==> src/rtl/cpu_bus_pkg.sv <==
// -----------------------------------------------------------------------------
// cpu_bus_pkg
// Shared definitions for the CPU memory bus: arbiter state encoding and the
// default address/data widths used by the CPU core, the arbiter and the memory
// model.
// -----------------------------------------------------------------------------
package cpu_bus_pkg;

  localparam int DEF_ADDR_W = 16;
  localparam int DEF_DATA_W = 8;

  // Arbiter transaction phases: pick a requester, strobe memory, wait out the
  // fixed read latency, then pulse completion.
  typedef enum logic [1:0] {
    IDLE  = 2'd0,
    ISSUE = 2'd1,
    WAIT  = 2'd2,
    DONE  = 2'd3
  } arb_state_t;

endpackage : cpu_bus_pkg

==> src/rtl/mem_bus_arbiter_if.sv <==
// -----------------------------------------------------------------------------
// mem_bus_arbiter_if
// Bundles the requester-side handshake and the memory-side strobe/data signals
// of the shared memory bus.
//
// Signals:
//   req_valid/req_we   [N_REQ]         per-requester request and write enable
//   req_addr           [N_REQ*ADDR_W]  packed addresses, slice k = requester k
//   req_wdata          [N_REQ*DATA_W]  packed write data, same slicing
//   req_done           [N_REQ]         one-hot completion pulse
//   req_rdata          [DATA_W]        shared read data, valid with req_done
//   grant              [N_REQ]         one-hot owner of current transaction
//   busy                               transaction in progress
//   mem_en/mem_we                      memory strobe and write qualifier
//   mem_addr/mem_wdata                 memory address and write data
//   mem_rdata          [DATA_W]        memory read data
//
// Modports:
//   slave  - the arbiter: serves requests, drives the memory strobe
//   master - the environment: requesters plus the memory model
// -----------------------------------------------------------------------------
interface mem_bus_arbiter_if
  import cpu_bus_pkg::*;
#(
  parameter int N_REQ  = 3,
  parameter int ADDR_W = DEF_ADDR_W,
  parameter int DATA_W = DEF_DATA_W
);

  logic [N_REQ-1:0]        req_valid;
  logic [N_REQ-1:0]        req_we;
  logic [N_REQ*ADDR_W-1:0] req_addr;
  logic [N_REQ*DATA_W-1:0] req_wdata;
  logic [N_REQ-1:0]        req_done;
  logic [DATA_W-1:0]       req_rdata;
  logic [N_REQ-1:0]        grant;
  logic                    busy;

  logic                    mem_en;
  logic                    mem_we;
  logic [ADDR_W-1:0]       mem_addr;
  logic [DATA_W-1:0]       mem_wdata;
  logic [DATA_W-1:0]       mem_rdata;

  modport slave (
    input  req_valid, req_we, req_addr, req_wdata, mem_rdata,
    output req_done, req_rdata, grant, busy,
    output mem_en, mem_we, mem_addr, mem_wdata
  );

  modport master (
    output req_valid, req_we, req_addr, req_wdata, mem_rdata,
    input  req_done, req_rdata, grant, busy,
    input  mem_en, mem_we, mem_addr, mem_wdata
  );

endinterface : mem_bus_arbiter_if

==> src/rtl/mem_bus_arbiter_rr_pick.sv <==
// -----------------------------------------------------------------------------
// rr_pick
// Combinational round-robin selector. Scans requesters starting just after
// the previous winner, wrapping modulo N_REQ, and returns the first one found.
//
// Ports:
//   req        in  [N_REQ]  pending requests
//   last       in  [IDX_W]  index of the previous winner
//   gnt        out [N_REQ]  one-hot selected requester (0 if none)
//   idx        out [IDX_W]  index of the selected requester
//   any_valid  out          at least one request pending
// -----------------------------------------------------------------------------
module rr_pick #(
  parameter int N_REQ = 3,
  parameter int IDX_W = $clog2(N_REQ)
) (
  input  logic [N_REQ-1:0] req,
  input  logic [IDX_W-1:0] last,
  output logic [N_REQ-1:0] gnt,
  output logic [IDX_W-1:0] idx,
  output logic             any_valid
);

  always_comb begin
    int   k;
    logic found;
    // NOTE: every output and temporary gets a default before the scan so no
    // path through the loop can leave a value unassigned and infer a latch.
    gnt       = '0;
    idx       = '0;
    k         = 0;
    found     = 1'b0;
    any_valid = |req;
    // Offsets 1..N_REQ visit every requester once, the previous winner last.
    for (int i = 1; i <= N_REQ; i++) begin
      k = int'(last) + i;
      if (k >= N_REQ) begin
        k = k - N_REQ;
      end
      if (!found && req[IDX_W'(k)]) begin
        found            = 1'b1;
        gnt[IDX_W'(k)]   = 1'b1;
        idx              = IDX_W'(k);
      end
    end
  end

endmodule : rr_pick

==> src/rtl/mem_bus_arbiter.sv <==
// -----------------------------------------------------------------------------
// mem_bus_arbiter
// Shares a single-port, fixed-latency memory between N_REQ requesters
// (instruction fetch, data load/store, program loader). One access at a time,
// round-robin priority, uniform timing for reads and writes:
//   IDLE (pick) -> ISSUE (mem_en) -> WAIT (MEM_LAT cycles) -> DONE (req_done)
//
// Ports:
//   clk  in   system clock, rising edge
//   r    in   synchronous active-low reset
//   bus  slave modport of mem_bus_arbiter_if (requester and memory signals)
//
// Parameters:
//   N_REQ    number of requesters (2..8)
//   ADDR_W   memory address width
//   DATA_W   memory data width
//   MEM_LAT  cycles from mem_en to valid mem_rdata (1..15)
// -----------------------------------------------------------------------------
module mem_bus_arbiter
  import cpu_bus_pkg::*;
#(
  parameter int N_REQ   = 3,
  parameter int ADDR_W  = DEF_ADDR_W,
  parameter int DATA_W  = DEF_DATA_W,
  parameter int MEM_LAT = 1
) (
  input  logic            clk,
  input  logic            r,
  mem_bus_arbiter_if.slave bus
);

  localparam int IDX_W = $clog2(N_REQ);
  localparam int CNT_W = $clog2(MEM_LAT + 1);

  // Priority restarts at requester 0 after reset.
  localparam logic [IDX_W-1:0] LAST_RST = IDX_W'(N_REQ - 1);
  localparam logic [CNT_W-1:0] CNT_ONE  = CNT_W'(1);
  localparam logic [CNT_W-1:0] CNT_LOAD = CNT_W'(MEM_LAT);

  arb_state_t state, state_nxt;

  logic [IDX_W-1:0]  winner;
  logic [IDX_W-1:0]  last;
  logic [ADDR_W-1:0] cap_addr;
  logic              cap_we;
  logic [DATA_W-1:0] cap_wdata;
  logic [CNT_W-1:0]  cnt;
  logic [DATA_W-1:0] rdata_q;

  logic [N_REQ-1:0]  pick_gnt;
  logic [IDX_W-1:0]  pick_idx;
  logic              pick_any;
  logic [N_REQ-1:0]  win_oh;

  rr_pick #(
    .N_REQ (N_REQ),
    .IDX_W (IDX_W)
  ) u_rr_pick (
    .req       (bus.req_valid),
    .last      (last),
    .gnt       (pick_gnt),
    .idx       (pick_idx),
    .any_valid (pick_any)
  );

  // ---------------------------------------------------------------------------
  // State register
  // ---------------------------------------------------------------------------
  always_ff @(posedge clk) begin
    // NOTE: reset is synchronous: r is only looked at on the clock edge, so it
    // appears inside the clocked branch rather than in the sensitivity list.
    if (!r) begin
      state <= IDLE;
    end else begin
      // NOTE: sequential state uses non-blocking assignment so every register
      // in the design samples pre-edge values regardless of block ordering.
      state <= state_nxt;
    end
  end

  // ---------------------------------------------------------------------------
  // Next state and state-decoded outputs
  // ---------------------------------------------------------------------------
  always_comb begin
    state_nxt = state;
    win_oh    = '0;
    win_oh[winner] = 1'b1;

    unique case (state)
      IDLE:    if (pick_any) state_nxt = ISSUE;
      ISSUE:   state_nxt = WAIT;
      WAIT:    if (cnt == CNT_ONE) state_nxt = DONE;
      DONE:    state_nxt = IDLE;
      default: state_nxt = IDLE;
    endcase
  end

  // grant is derived from the registered winner, so it is zero in IDLE and
  // clears on the same edge that returns the FSM to IDLE.
  assign bus.busy      = (state != IDLE);
  assign bus.grant     = bus.busy ? win_oh : '0;
  assign bus.req_done  = (state == DONE) ? win_oh : '0;
  assign bus.req_rdata = rdata_q;

  assign bus.mem_en    = (state == ISSUE);
  assign bus.mem_we    = bus.mem_en & cap_we;
  assign bus.mem_addr  = cap_addr;
  assign bus.mem_wdata = cap_wdata;

  // ---------------------------------------------------------------------------
  // Datapath: capture of the winning request, latency counter, read data
  // ---------------------------------------------------------------------------
  always_ff @(posedge clk) begin
    if (!r) begin
      winner    <= '0;
      last      <= LAST_RST;
      cap_addr  <= '0;
      cap_we    <= 1'b0;
      cap_wdata <= '0;
      cnt       <= '0;
      rdata_q   <= '0;
    end else begin
      unique case (state)
        IDLE: begin
          // Requester inputs are only sampled here; later changes are ignored.
          if (pick_any) begin
            winner    <= pick_idx;
            last      <= pick_idx;
            cap_addr  <= bus.req_addr[int'(pick_idx)*ADDR_W +: ADDR_W];
            cap_we    <= bus.req_we[pick_idx];
            cap_wdata <= bus.req_wdata[int'(pick_idx)*DATA_W +: DATA_W];
          end
        end
        ISSUE: begin
          cnt <= CNT_LOAD;
        end
        WAIT: begin
          cnt <= cnt - CNT_ONE;
          // Count value 1 marks the cycle in which mem_rdata is valid; writes
          // run the same path but return zero.
          if (cnt == CNT_ONE) begin
            rdata_q <= cap_we ? '0 : bus.mem_rdata;
          end
        end
        default: begin
        end
      endcase
    end
  end

endmodule : mem_bus_arbiter

==> src/flat_wrapper.sv <==
// flat-port wrapper written by rule: the top's interface ports become plain ports
module mem_bus_arbiter_flat import cpu_bus_pkg::*;
#(
  parameter int N_REQ   = 3,
  parameter int ADDR_W  = DEF_ADDR_W,
  parameter int DATA_W  = DEF_DATA_W,
  parameter int MEM_LAT = 1
)
  (clk, r, bus_req_valid, bus_req_we, bus_req_addr, bus_req_wdata, bus_mem_rdata, bus_req_done, bus_req_rdata, bus_grant, bus_busy, bus_mem_en, bus_mem_we, bus_mem_addr, bus_mem_wdata);
  mem_bus_arbiter_if #(.N_REQ(N_REQ), .ADDR_W(ADDR_W), .DATA_W(DATA_W)) bus_i ();
  input  logic clk;
  input  logic r;
  input wire logic [$bits(bus_i.req_valid)-1:0] bus_req_valid;
  input wire logic [$bits(bus_i.req_we)-1:0] bus_req_we;
  input wire logic [$bits(bus_i.req_addr)-1:0] bus_req_addr;
  input wire logic [$bits(bus_i.req_wdata)-1:0] bus_req_wdata;
  input wire logic [$bits(bus_i.mem_rdata)-1:0] bus_mem_rdata;
  output wire logic [$bits(bus_i.req_done)-1:0] bus_req_done;
  output wire logic [$bits(bus_i.req_rdata)-1:0] bus_req_rdata;
  output wire logic [$bits(bus_i.grant)-1:0] bus_grant;
  output wire logic [$bits(bus_i.busy)-1:0] bus_busy;
  output wire logic [$bits(bus_i.mem_en)-1:0] bus_mem_en;
  output wire logic [$bits(bus_i.mem_we)-1:0] bus_mem_we;
  output wire logic [$bits(bus_i.mem_addr)-1:0] bus_mem_addr;
  output wire logic [$bits(bus_i.mem_wdata)-1:0] bus_mem_wdata;
  assign bus_i.req_valid = bus_req_valid;
  assign bus_i.req_we = bus_req_we;
  assign bus_i.req_addr = bus_req_addr;
  assign bus_i.req_wdata = bus_req_wdata;
  assign bus_i.mem_rdata = bus_mem_rdata;
  assign bus_req_done = bus_i.req_done;
  assign bus_req_rdata = bus_i.req_rdata;
  assign bus_grant = bus_i.grant;
  assign bus_busy = bus_i.busy;
  assign bus_mem_en = bus_i.mem_en;
  assign bus_mem_we = bus_i.mem_we;
  assign bus_mem_addr = bus_i.mem_addr;
  assign bus_mem_wdata = bus_i.mem_wdata;
  mem_bus_arbiter #(.N_REQ(N_REQ), .ADDR_W(ADDR_W), .DATA_W(DATA_W), .MEM_LAT(MEM_LAT)) u_core (.clk(clk), .r(r), .bus(bus_i));
endmodule
==> config.mk <==
export PLATFORM = sky130hd
export DESIGN_NAME = mem_bus_arbiter_flat
export DESIGN_NICKNAME = d
export VERILOG_FILES = /design/src/rtl/cpu_bus_pkg.sv /design/src/rtl/mem_bus_arbiter_if.sv /design/src/rtl/mem_bus_arbiter_rr_pick.sv /design/src/rtl/mem_bus_arbiter.sv /design/src/flat_wrapper.sv
export SDC_FILE = /design/constraint.sdc
export NUM_CORES = 1
export LEC_CHECK = 0
export ABC_AREA = 1
export BUFFER_PORTS_ARGS = -buffer_cell sky130_fd_sc_hd__buf_2
export CAP_MARGIN = 10
export CORE_ASPECT_RATIO = 1.5
export CORE_MARGIN = 3
export CORE_UTILIZATION = 45
export CTS_BUF_LIST = sky130_fd_sc_hd__clkbuf_8
export CTS_CLUSTER_DIAMETER = 80
export CTS_CLUSTER_SIZE = 12
export DETAILED_ROUTE_END_ITERATION = 8
export PLACE_DENSITY = 0.76
export SLEW_MARGIN = 15
export SYNTH_ARGS = -nofsm -noshare
export SYNTH_HDL_FRONTEND = slang
export SYNTH_HIERARCHICAL = 1
export SYNTH_SLANG_ARGS = --single-unit
==> constraint.sdc <==
create_clock -name clk -period 6.35 [get_ports clk]
set_input_delay 0.3175 -clock clk [delete_from_list [all_inputs] [get_ports clk]]
set_output_delay 0.3175 -clock clk [all_outputs]
set_load 0.05 [all_outputs]
## Word-level counts from Yosys, hierarchy flattened

Cells that the tools add are included.

- Output and inout bits: 41
- ROM bits: 0
- Memories: 0
- Flip-flop bits (word level): 40
- Latch bits: 0
- RAM bits: 0

- $lt $le $gt $ge: 9
- Reductions and logical operators: 12
- Bitwise gates (word level): 1
- Muxes and demuxes: 28
- $mul: 0
- Divide/modulo/power cells: 0
- Equality and inequality tests: 5
- Add/subtract/negate cells: 7
- Shift operators: 2

Operators by type and width:

| cell | count |
|---|---|
| $shiftx 48x7->16 | 1 |
| $shiftx 24x6->8 | 1 |
| $mux 2 | 8 |
| $lt 2x4->1 const B | 3 |
| $mux 1 | 10 |
| $ge 3x2->1 const B | 3 |
| $bmux 1 s2 | 4 |
| $mux 8 | 1 |
| $pmux 2 s4 | 1 |
| $add 2x2->3 const B | 2 |
| $lt 2x3->1 const B | 2 |
| $mux 3 | 2 |
| $reduce_and 2->1 | 3 |
| $sub 2x2->2 const B | 3 |
| $eq 2x2->1 const B | 2 |
| $ne 2x1->1 const B | 2 |
| $reduce_bool 2->1 | 2 |
| $add 2x1->3 const B | 1 |
| $logic_and 1x1->1 | 3 |
| $reduce_or 3->1 | 1 |
| $demux 1 s2 | 1 |
| $eq 2x1->1 const B | 1 |
| $ge 2x1->1 const B | 1 |
| $logic_not 1->1 | 2 |
| other kinds (4) | 4 |

## Longest topological paths before layout

Gate-level depths: netlist of the first run.

- Word-level depth: 15
- Depth in mapped cells: 19
- Mapped depth without buffers: 16

## Hierarchy

The synthesis of the first run kept the hierarchy.

Modules (own cells, without submodules):

| module | area each (sq um) | instances | seq. area each (sq um) | cells each |
|---|---|---|---|---|
| mem_bus_arbiter | 2436.1 | 1 | 780.7 | 379 |
| rr_pick | 391.6 | 1 | 0.0 | 74 |

## Worst setup path after synthesis of the first run

OpenSTA, ideal clock, no wires.

- Path kind: register to register
- From: register, netlist name u_core/winner[0]
- To: register u_core.cap_addr[10], in the netlist u_core/bus.mem_addr[10]
- Stages on the path, launching flop included: 18
- Arrival time: 2.205 ns
- Path slack: 4.027 ns
- Clock period less this slack: 2.323 ns
- Required time: 6.232 ns
- Cells stage by stage: dfxtp_1 inv_1 ha_1 buf_6 nor2_2 nor2_2 nand2_2 nand2_2 nor2_4 nand2_1 nand2_1 buf_2 inv_2 buf_2 nand3_1 nand2_1 inv_1 a21oi_2

RTL lines:

| item | RTL line | RTL |
|---|---|---|
| to (signal assigned) | mem_bus_arbiter.sv:129 | `cap_addr <= bus.req_addr[int'(pick_idx)*ADDR_W +: ADDR_W];` |
| to (decl) | mem_bus_arbiter.sv:44 | `logic [ADDR_W-1:0] cap_addr;` |

==> metrics.md, run 1 <==
| Metric | Value |
|---|---|
| Status | completed |
| WL met3 | 478 µm |
| Clock power share | 0.106 |
| Sink Count | 39 |
| GRT Overall Usage | 0.198 |
| Hold buffers post-CTS | 0 |
| Crit path launch type | flip-flop |
| CTS Buf Count | 5 |
| Routed length per instance | 11.4 µm |
| Worst reg-to-reg path cell count | 14 |
| First-pass GRT wire length | 11800 µm |
| Clk_lat worst skew | between 0.2 and 0.3 ns |
| Initial DRC Count | 132 |
| Max H-tree Level | 2 |
| Crit share post-route | 0.568 |
| Worst hold endpoint | u_core/bus.req_rdata[5]$_SDFFE_PN0P_ |
| Final worst path period need | 3.60 ns |
| Design Area, Final | 3440 µm² |
| Critical R2R Capture | u_core/bus.mem_addr[13]$_SDFFE_PN0P_ |
| Row cnt | 34 |
| DIE WIDTH | 69.7 µm |
| Slew Viols, Final | 0 |
| Worst min-delay path class | in2reg |
| Commonest cells after routing, fill and taps aside | 128 x buf_2, 115 x nand2_1, 95 x inv_1 |
| Setup TNS | 0 ns |
| Worst Path Required | 6.58 ns |
| RSZ-0062 raised after global routing | no |
| Met1 WL | 3060 µm |
| Setup Viol. Count Final | 0 |
| Clock transition at path regs | 0.08 ns |
| Num ports | 129 |
| Fmax | 277 MHz |
| Worst Tran Pin Value | 1.05 ns |
| Synth warn | 6 |
| Cell internal pwr | 864 µW |
| Routed WL | 7100 µm |
| # resized after CTS | 0 |
| Die height | 102 µm |
| CP max stage delay | roughly 0.87 ns |
| Placed Area | 3310 µm² |
| Port bufs | 128 |
| Max Cap Viol | 0 |
| Via density | 4.84 |
| Die Area | 7070 µm² |
| Largest net degree at the start of global routing | 52 |
| Critical path class | reg2reg |
| CP delay by family, top | simple AND/OR/NAND/NOR gates |
| CP Cell Sequence | inv_1 > ha_1 > nand2_1 > nand2_1 > nand2_2 > nand3_1 > nand2_1 > inv_1 > nand2_1 > inv_2 > nand3_1 > nand2_1 > inv_1 > a21oi_2 |
| Area growth syn-to-layout | 25.6% |
| DP HPWL | 5170 µm |
| Clock Skews | 0.0112 ns |
| Data arrival, critical path | 3.84 ns |
| Commonest non-fill, non-tap cell in the layout | buf_2 |
| Crit. End Element | flip-flop |
| Initial core utilization | 0.470 |
| Total grt overflow | 0 |
| Sequential group share of total power | 0.184 |
| Root Driver | clkbuf_8 |
| Post-Syn Nets | ~530 |
| Antenna fix cells | 0 |
| Nets@finish | 645 |
| Share of layout cells above drive strength 1 | 0.328 |
| Maximum vdd drop | 0.286 mV |
| Total power | 2.10 mW |
| Power per Cell Area | 611 nW/µm² |
| Initial antenna violation count | 0 |
| Reg-to-reg startpoint | u_core/winner[0]$_SDFFE_PN0P_ |
| Hold Violations, Final | 0 |
| Max layer used | met4 |
| Antenna Nets Post-Route | 0 |
| Static leakage power | 2.06 nW |
| CTS tree | yes |
| Worst path most repeated cell | nand2_1 |
| Core ar. | just under 6000 µm² |
| Hold path start | bus_mem_rdata[5] |
| Sw frac | 0.588 |
| Placer Congestion | 0.766 |
| CP max-delay cell | inv_2 |
| Post-CTS setup buffers | 0 |
| Length of routed met2 wiring | 3470 µm |
| Vias in the first global route | 2722 |
| Slew Limit Headroom | 0.300 |
| DR DRC count | 0 |
| CTS max path bufs | 2 |
| Worst Path Max Fanout | 50 |
| Drt pass-1 iters | 4 |
| Hold Crit Depth | 3 |
| Syn Area/Cell | 6.26 µm² |
| Worst R2R Setup Slack | roughly 2.7 ns |
| Syn Std Cell Area | around 2700 µm² |
| Psw | 1.23 mW |
| Mapped Cells | roughly 440 |
| Via count | 3015 |
| WP buf/inv | 4 |
| Logic pwr share | 0.710 |
sequential cells by signal (all words and copies together) (netlist names):
name / cells
u_core/bus.mem_addr: 16
u_core/bus.mem_wdata: 8
u_core/bus.req_rdata: 8
u_core/cap_we: 1
u_core/cnt: 1
u_core/last: 1
u_core/state: 2
u_core/winner: 2
worst max-delay path by stage:
| stage | from | end | depth (start not counted) |
|---|---|---|---|
| after floorplan | u_core/winner[0]$_SDFFE_PN0P_ | u_core/bus.mem_addr[10]$_SDFFE_PN0P_ | 17 |
| after global placement | u_core/winner[0]$_SDFFE_PN0P_ | u_core/bus.mem_addr[12]$_SDFFE_PN0P_ | 14 |
| after detailed placement | u_core/winner[0]$_SDFFE_PN0P_ | u_core/bus.mem_wdata[2]$_SDFFE_PN0P_ | 14 |
| after CTS | u_core/winner[0]$_SDFFE_PN0P_ | u_core/bus.mem_addr[12]$_SDFFE_PN0P_ | 14 |
| after global routing | u_core/winner[0]$_SDFFE_PN0P_ | u_core/bus.mem_addr[1]$_SDFFE_PN0P_ | 14 |
| final | u_core/winner[0]$_SDFFE_PN0P_ | u_core/bus.mem_addr[13]$_SDFFE_PN0P_ | 14 |
per-layer routing:
metal  up-vias  track usage
li1       1565            -
met1      1327        0.242
met2       113        0.359
met3        10       0.0387
met4         0       0.0487
met5         -            0
worst reg2reg max path: cells and delay by family, from the launching register on:
family	cells	cell delay [ns]
simple gates	8	1.32
buf+inv	4	1.12
flops	1	0.54
fa+ha+maj	1	0.49
compound gates	1	0.10
stage by stage:
step,cells,hold slack (ns),setup WS (ns),utilization
final,623,0.294,2.75,0.590
after global placement,615,0.452,2.94,0.569
after global routing,623,0.293,2.37,0.590
after floorplan,437,0.468,4.14,-
after CTS,623,0.290,2.81,0.590
after detailed placement,615,0.455,2.80,0.569
final cells by class:
type	count	area, µm²
fillers	571	2390
multi-input cells	273	1410
flip-flops and latches	39	781
repair buffers	128	641
inverters	103	394
well taps	72	90.1
clock buffers	6	82.6
clock inverters	2	38.8
power by group through the flow:
| stage | sequential, mW | combinational (mW) | clock, mW |
|---|---|---|---|
| 2_1_floorplan | 0.598 | 1.10 | 0 |
| 3_3_place_gp | 0.390 | 1.45 | 0 |
| 3_5_place_dp | 0.391 | 1.49 | 0 |
| 4_1_cts | 0.387 | 1.49 | 0.228 |
| 5_1_grt | 0.398 | 1.65 | 0.239 |
| 6_report | 0.386 | 1.49 | 0.222 |
No activity file was read; power rests on OpenSTA's default activity.
==> run 2, diff against run 1 <==
clock period = 3.75 ns   (was 6.35 ns; I/O delays follow)
==> run 2 against run 1 <==
Against the previous run:
- hold slack worse by 0.13 ns
- via count decreased by 1.1%
- clock skew fell by 0.0032 ns
- clock power grew 58%
- critical path type unchanged
- first-iteration DRC count grew 3.8%
- register-to-register slack lost 1.8 ns
- core utilization grew 0.11 points
- wire length fell by 0.66%
- maximum frequency up 28%
- die area stayed put
- combinational power rose by 72%
- largest power group unchanged
- sequential power increased by 69%
==> metrics.md, run 2 (synthesis results as in run 1) <==
| Metric | Value |
|---|---|
| Status | completed |
| Via density | 4.77 (-1.4%) |
| # resized after CTS | 0 (unchanged) |
| CP Cell Sequence | inv_1 > ha_1 > nand2_1 > nand3_2 > nand2_2 > nand3_1 > nand2_1 > inv_1 > nand2_1 > inv_2 > nand3_1 > nand2_1 > inv_1 > a21oi_2 |
| Crit share post-route | 0.749 (+0.182) |
| Met2 GRT Util | 0.359 (unchanged) |
| Sequential group share of total power | 0.183 (about the same) |
| Num ports | 129 (unchanged) |
| Total grt overflow | 0 (unchanged) |
| Fillers | 561 (-1.8%) |
| Sink Count | 39 (unchanged) |
| Final Util | 0.591 (+0.00107) |
| CP max stage delay | 0.58 ns (-0.29 ns) |
| CTS Buf Count | 5 (unchanged) |
| Port bufs | 128 (unchanged) |
| WP buf/inv | 4 (unchanged) |
| Via count | 2981 (-1.1%) |
| Slew Limit Headroom | 0.472 (+0.173) |
| Psw | 2.11 mW (+71%) |
| Area of the multi-input gates | 1410 µm² (unchanged) |
| Antenna Nets Post-Route | 0 (unchanged) |
| CTS tree | yes |
| Routed WL | 7050 µm (-0.66%) |
| Placer Congestion | 0.782 (+2.1%) |
| Worst Hold Margin | 0.163 ns (-0.131 ns) |
| Worst min-delay path class | in2reg |
| Area growth syn-to-layout | 25.8% |
| Max reg flops | 16 (unchanged) |
| Clock power share | 0.098 (-0.008) |
| Final worst path period need | 2.81 ns (-0.794 ns) |
| CP delay by family, top | buffers and inverters |
| Most Crowded Layer GR | met2 |
| CP max-delay cell | inv_2 |
| Core ar. | 5830 µm² (unchanged) |
| Routed length per instance | 11.3 µm (-0.98%) |
| Maximum vdd drop | 0.559 mV (+95%) |
| Cell internal pwr | 1.46 mW (+69%) |
| Slew Viols, Final | 0 (unchanged) |
| Antenna fix cells | 0 (unchanged) |
| Fmax | 356 MHz (+28%) |
| Setup TNS | 0 ns (unchanged) |
| Commonest cells after routing, fill and taps aside | 128 x buf_2, 115 x nand2_1, 95 x inv_1 |
| FF/Latch Area | 781 µm² (unchanged) |
| Row cnt | 34 (unchanged) |
| Initial antenna violation count | 0 (unchanged) |
| Total power | 3.57 mW (+70%) |
| Crit. End Element | flip-flop |
| Clock Skews | 0.00800 ns (-0.00317 ns) |
| Logic pwr share | 0.719 (+0.009) |
| Die Area | 7070 µm² (unchanged) |
| Data arrival, critical path | 3.04 ns (-0.80 ns) |
| Largest net degree at the start of global routing | 52 (unchanged) |
| Max Cap Viol | 0 (unchanged) |
| First-pass GRT wire length | 11500 µm (-2.6%) |
| GRT Overall Usage | 0.193 (-0.00509) |
| Drt pass-1 iters | 4 (unchanged) |
| Non-filler cells, final | 625 (+0.32%) |
| Worst Path Required | 3.98 ns (-2.60 ns) |
| Worst path most repeated cell | nand2_1 |
| DP HPWL | 5050 µm (-2.3%) |
| Vias in the first global route | 2724 (+0.073%) |
| Initial core utilization | 0.470 (unchanged) |
| Nets@finish | 647 (+0.31%) |
| Met3 usage | 0.0357 (-0.00298) |
| Static leakage power | 2.07 nW (+0.32%) |
| Setup Viol. Count Final | 0 (unchanged) |
| Power per Cell Area | 1040 nW/µm² (+70%) |
| GR Util met1 | 0.228 (-0.0144) |
| Share of layout cells above drive strength 1 | 0.331 (+0.00243) |
| Worst Path Max Fanout | 50 (unchanged) |
| Crit path launch type | flip-flop |
| Hold buffers post-CTS | 0 (unchanged) |
| Initial DRC Count | 137 (+3.8%) |
| RSZ-0062 raised after global routing | no |
| Sw frac | 0.590 (+0.00196) |
| Worst Tran Pin Value | 0.790 ns (-0.258 ns) |
| Max H-tree Level | 2 (unchanged) |
| Hold Violations, Final | 0 (unchanged) |
| DR DRC count | 0 (unchanged) |
| DIE WIDTH | 69.7 µm (unchanged) |
| Root Driver | clkbuf_8 |
| Die height | 102 µm (unchanged) |
| Clk_lat worst skew | 0.29 ns (about the same) |
| Post-Place Cells | 617 (+0.33%) |
| CTS max path bufs | 2 (unchanged) |
| Post-CTS setup buffers | 0 (unchanged) |
| Clock transition at path regs | 0.08 ns (about the same) |
| Critical path class | reg2reg |
| Commonest non-fill, non-tap cell in the layout | buf_2 |
[run 2: per-stage QoR]
| stage | setup WS, ns | area [µm²] |
|---|---|---|
| 2_1_floorplan | 1.54 | 2740 |
| 3_3_place_gp | 1.10 | 3330 |
| 3_5_place_dp | 0.975 | 3330 |
| 4_1_cts | 0.958 | 3440 |
| 5_1_grt | 0.612 | 3440 |
| 6_report | 0.940 | 3440 |
[run 2: worst paths after layout]
check             slack, ns                              endpoint  depth (start not counted)                                  from
hold reg to reg        0.47  u_core/bus.req_rdata[0]$_SDFFE_PN0P_                          2  u_core/bus.req_rdata[0]$_SDFFE_PN0P_
setup reg to reg       0.94   u_core/bus.mem_addr[5]$_SDFFE_PN0P_                         14         u_core/winner[0]$_SDFFE_PN0P_
hold / removal         0.16  u_core/bus.req_rdata[3]$_SDFFE_PN0P_                          3                      bus_mem_rdata[3]
setup / recovery       0.94   u_core/bus.mem_addr[5]$_SDFFE_PN0P_                         14         u_core/winner[0]$_SDFFE_PN0P_
[run 2: worst min-delay path: cells and delay by family]
| family | cells | cell delay [ns] |
|---|---|---|
| AND/OR/NAND/NOR | 1 | 0.07 |
| buffers and inverters | 1 | 0.10 |
| AO/OA/AOI/OAI | 1 | 0.06 |
[run 2: cell type report]
type | count | share of cell area
repair buffers | 130 | 0.190
well taps | 72 | 0.0262
clock buffers | 5 | 0.0200
flip-flops and latches | 39 | 0.227
multi-input cells | 273 | 0.409
inverters | 103 | 0.115
clock inverters | 3 | 0.0127
[run 2: layer usage]
metal / up-vias / routed length (µm)
li1: 1563 / -
met1: 1302 / 3020
met2: 110 / 3490
met3: 6 / 494
met4: 0 / 45
met5: - / 0
[run 2: power groups by stage]
stage / Sequential [mW] / Combinational (mW) / Clock, mW
floorplan: 1.01 / 1.86 / 0
global placement: 0.660 / 2.50 / 0
detailed placement: 0.662 / 2.56 / 0
CTS: 0.655 / 2.57 / 0.364
global route: 0.672 / 2.84 / 0.374
finish: 0.654 / 2.56 / 0.351
==> run 3, diff against run 2 <==
clock period = 2.75 ns   (was 3.75 ns; I/O delays follow)
==> run 3 against run 2 <==
Against the previous run:
- wire length increased by 0.65%
- sequential share of layout area fell by 0.074 points
- critical path depth increased by 3
- sequential cell count did not move
- non-clock buffer count rose by 3
- critical endpoint is now u_core/bus.mem_wdata[0]$_SDFFE_PN0P_
- largest power group unchanged
==> metrics.md, run 3 (synthesis results as in run 1) <==
| Metric | Value |
|---|---|
| Drt pass-1 iters | 4 (unchanged) |
| Worst Hold Margin | 0.113 ns (-0.0503 ns) |
| Post-CTS setup buffers | 0 (unchanged) |
| Data arrival, critical path | 2.53 ns (-0.51 ns) |
| Clock Skews | 0.00824 ns (+0.000239 ns) |
| Max reg flops | 16 (unchanged) |
| Total power | 4.84 mW (+36%) |
| Slew Viols, Final | 0 (unchanged) |
| Static leakage power | 2.07 nW (+0.12%) |
| Max Cap Viol | 0 (unchanged) |
| Crit path launch type | flip-flop |
| Design Area, Final | 3450 µm² (+0.33%) |
| Worst min-delay path class | in2reg |
| DP HPWL | 5280 µm (+4.5%) |
| Die Area | 7070 µm² (unchanged) |
| Commonest cells after routing, fill and taps aside | 128 x buf_2, 115 x nand2_1, 95 x inv_1 |
| Sequential group share of total power | 0.181 (-0.002) |
| GRT Overall Usage | 0.201 (+0.00736) |
| Slew Limit Headroom | 0.619 (+0.146) |
| Commonest non-fill, non-tap cell in the layout | buf_2 |
| Psw | 2.87 mW (+36%) |
| Met3 usage | 0.0338 (-0.00199) |
| DP Worst Slack | 0.472 ns (-0.503 ns) |
| Fmax | 435 MHz (+22%) |
| Antenna fix cells | 0 (unchanged) |
| Largest net degree at the start of global routing | 52 (unchanged) |
| CTS tree | yes |
| Hold Violations, Final | 0 (unchanged) |
| RSZ-0062 raised after global routing | no |
| # resized after CTS | 0 (unchanged) |
| Port bufs | 128 (unchanged) |
| Setup TNS | 0 ns (unchanged) |
| Root Driver | clkbuf_8 |
| Sw frac | 0.592 (+0.00153) |
| DIE WIDTH | 69.7 µm (unchanged) |
| CTS Buf Count | 5 (unchanged) |
| Via count | 2958 (-0.77%) |
| Worst Path Required | 2.98 ns (-1.00 ns) |
| Share of layout cells above drive strength 1 | 0.335 (+0.00361) |
| Row cnt | 34 (unchanged) |
| Total grt overflow | 0 (unchanged) |
| Nets@finish | 650 (+0.46%) |
| GR Util met1 | 0.224 (-0.00385) |
| Setup Viol. Count Final | 0 (unchanged) |
| Met2 GRT Util | 0.383 (+0.0243) |
| Via density | 4.71 (-1.2%) |
| Crit. End Element | flip-flop |
| Hold buffers post-CTS | 0 (unchanged) |
| Worst Path Max Fanout | 34 (-32%) |
| Setup slack after layout | 0.449 ns (-0.491 ns) |
| First-pass GRT wire length | 11800 µm (+2.9%) |
| Area growth syn-to-layout | 26.2% |
| Cell internal pwr | 1.98 mW (+35%) |
| Max H-tree Level | 2 (unchanged) |
| Initial antenna violation count | 0 (unchanged) |
| Die height | 102 µm (unchanged) |
| Clk_lat worst skew | 0.30 ns (about the same) |
| Clock transition at path regs | 0.08 ns (about the same) |
| Final worst path period need | 2.30 ns (-0.509 ns) |
| Clock power share | 0.080 (-0.018) |
| Placer Congestion | 0.844 (+7.8%) |
| Routed length per instance | 11.3 µm (+0.17%) |
| Sink Count | 39 (unchanged) |
| Placed Area | 3360 µm² (+1.1%) |
| Initial DRC Count | 108 (-21%) |
| Status | completed |
| Crit share post-route | 0.837 (+0.0872) |
| Initial core utilization | 0.470 (unchanged) |
| Critical path class | reg2reg |
| Routed WL | 7100 µm (+0.65%) |
| Logic pwr share | 0.739 (+0.020) |
| CTS max path bufs | 2 (unchanged) |
| Num ports | 129 (unchanged) |
| Vias in the first global route | 2821 (+3.6%) |
| Worst Tran Pin Value | 0.572 ns (-0.219 ns) |
| Core ar. | 5830 µm² (unchanged) |
| Maximum vdd drop | 0.577 mV (+3.3%) |
| Power per Cell Area | 1400 nW/µm² (+35%) |
| Antenna Nets Post-Route | 0 (unchanged) |
| DR DRC count | 0 (unchanged) |
| Most Crowded Layer GR | met2 |
run 3: cell count changes in the layout (fill, tap and decap cells not counted), sizes merged:
cell	change
clkinv	-1
bufinv	-1
clkinvlp	+2
buf	+3
run 3: critical path, cell delays in order, from the launching register on:
cell	delay [ns]
dfxtp_1	0.36
inv_1	0.08
ha_1	0.46
inv_4	0.09
nand2_4	0.07
nand3_2	0.06
nand2_2	0.09
inv_1	0.04
nand2_1	0.06
nand2_1	0.05
inv_1	0.04
nand2_1	0.06
inv_2	0.24
buf_12	0.22
nand3_1	0.09
nand2_1	0.06
inv_1	0.05
a21oi_2	0.10
run 3: worst paths after layout:
path                                             start                                    to  slack [ns]  cells past startpoint
hold / removal                        bus_mem_rdata[5]  u_core/bus.req_rdata[5]$_SDFFE_PN0P_        0.11                      3
hold reg to reg   u_core/bus.req_rdata[6]$_SDFFE_PN0P_  u_core/bus.req_rdata[6]$_SDFFE_PN0P_        0.47                      2
setup / recovery           u_core/last[1]$_SDFFE_PN1P_  u_core/bus.mem_wdata[0]$_SDFFE_PN0P_        0.45                     17
setup reg to reg           u_core/last[1]$_SDFFE_PN1P_  u_core/bus.mem_wdata[0]$_SDFFE_PN0P_        0.45                     17
run 3: cell type report:
| class | instances | area (µm²) |
|---|---|---|
| multi-input combinational | 273 | 1410 |
| clock buffer | 5 | 68.8 |
| timing repair buffer | 133 | 691 |
| tap | 72 | 90.1 |
| sequential | 39 | 781 |
| clock inverter | 3 | 20.0 |
| fill | 586 | 2370 |
| inverter | 103 | 394 |
run 3: stage by stage:
stage / util / instances
5_1_grt: 0.593 / 628
4_1_cts: 0.593 / 628
2_1_floorplan: - / 437
6_report: 0.593 / 628
3_3_place_gp: 0.577 / 620
3_5_place_dp: 0.577 / 620
run 3: per-layer routing:
| metal | part of all wire | wire length [µm] | up-vias |
|---|---|---|---|
| met2 | 0.51 | 3590 | 100 |
| met1 | 0.42 | 2950 | 1275 |
| met5 | 0 | 0 | - |
| met4 | 0.015 | 105 | 0 |
| li1 | - | - | 1574 |
| met3 | 0.063 | 446 | 9 |
run 3: power groups by stage:
stage	Combinational, mW	Sequential [mW]	Clock (mW)
after floorplan	2.54	1.38	0
after global placement	3.53	0.886	0
after global routing	3.97	0.901	0.427
final	3.58	0.879	0.388
after CTS	3.60	0.880	0.406
after detailed placement	3.59	0.890	0
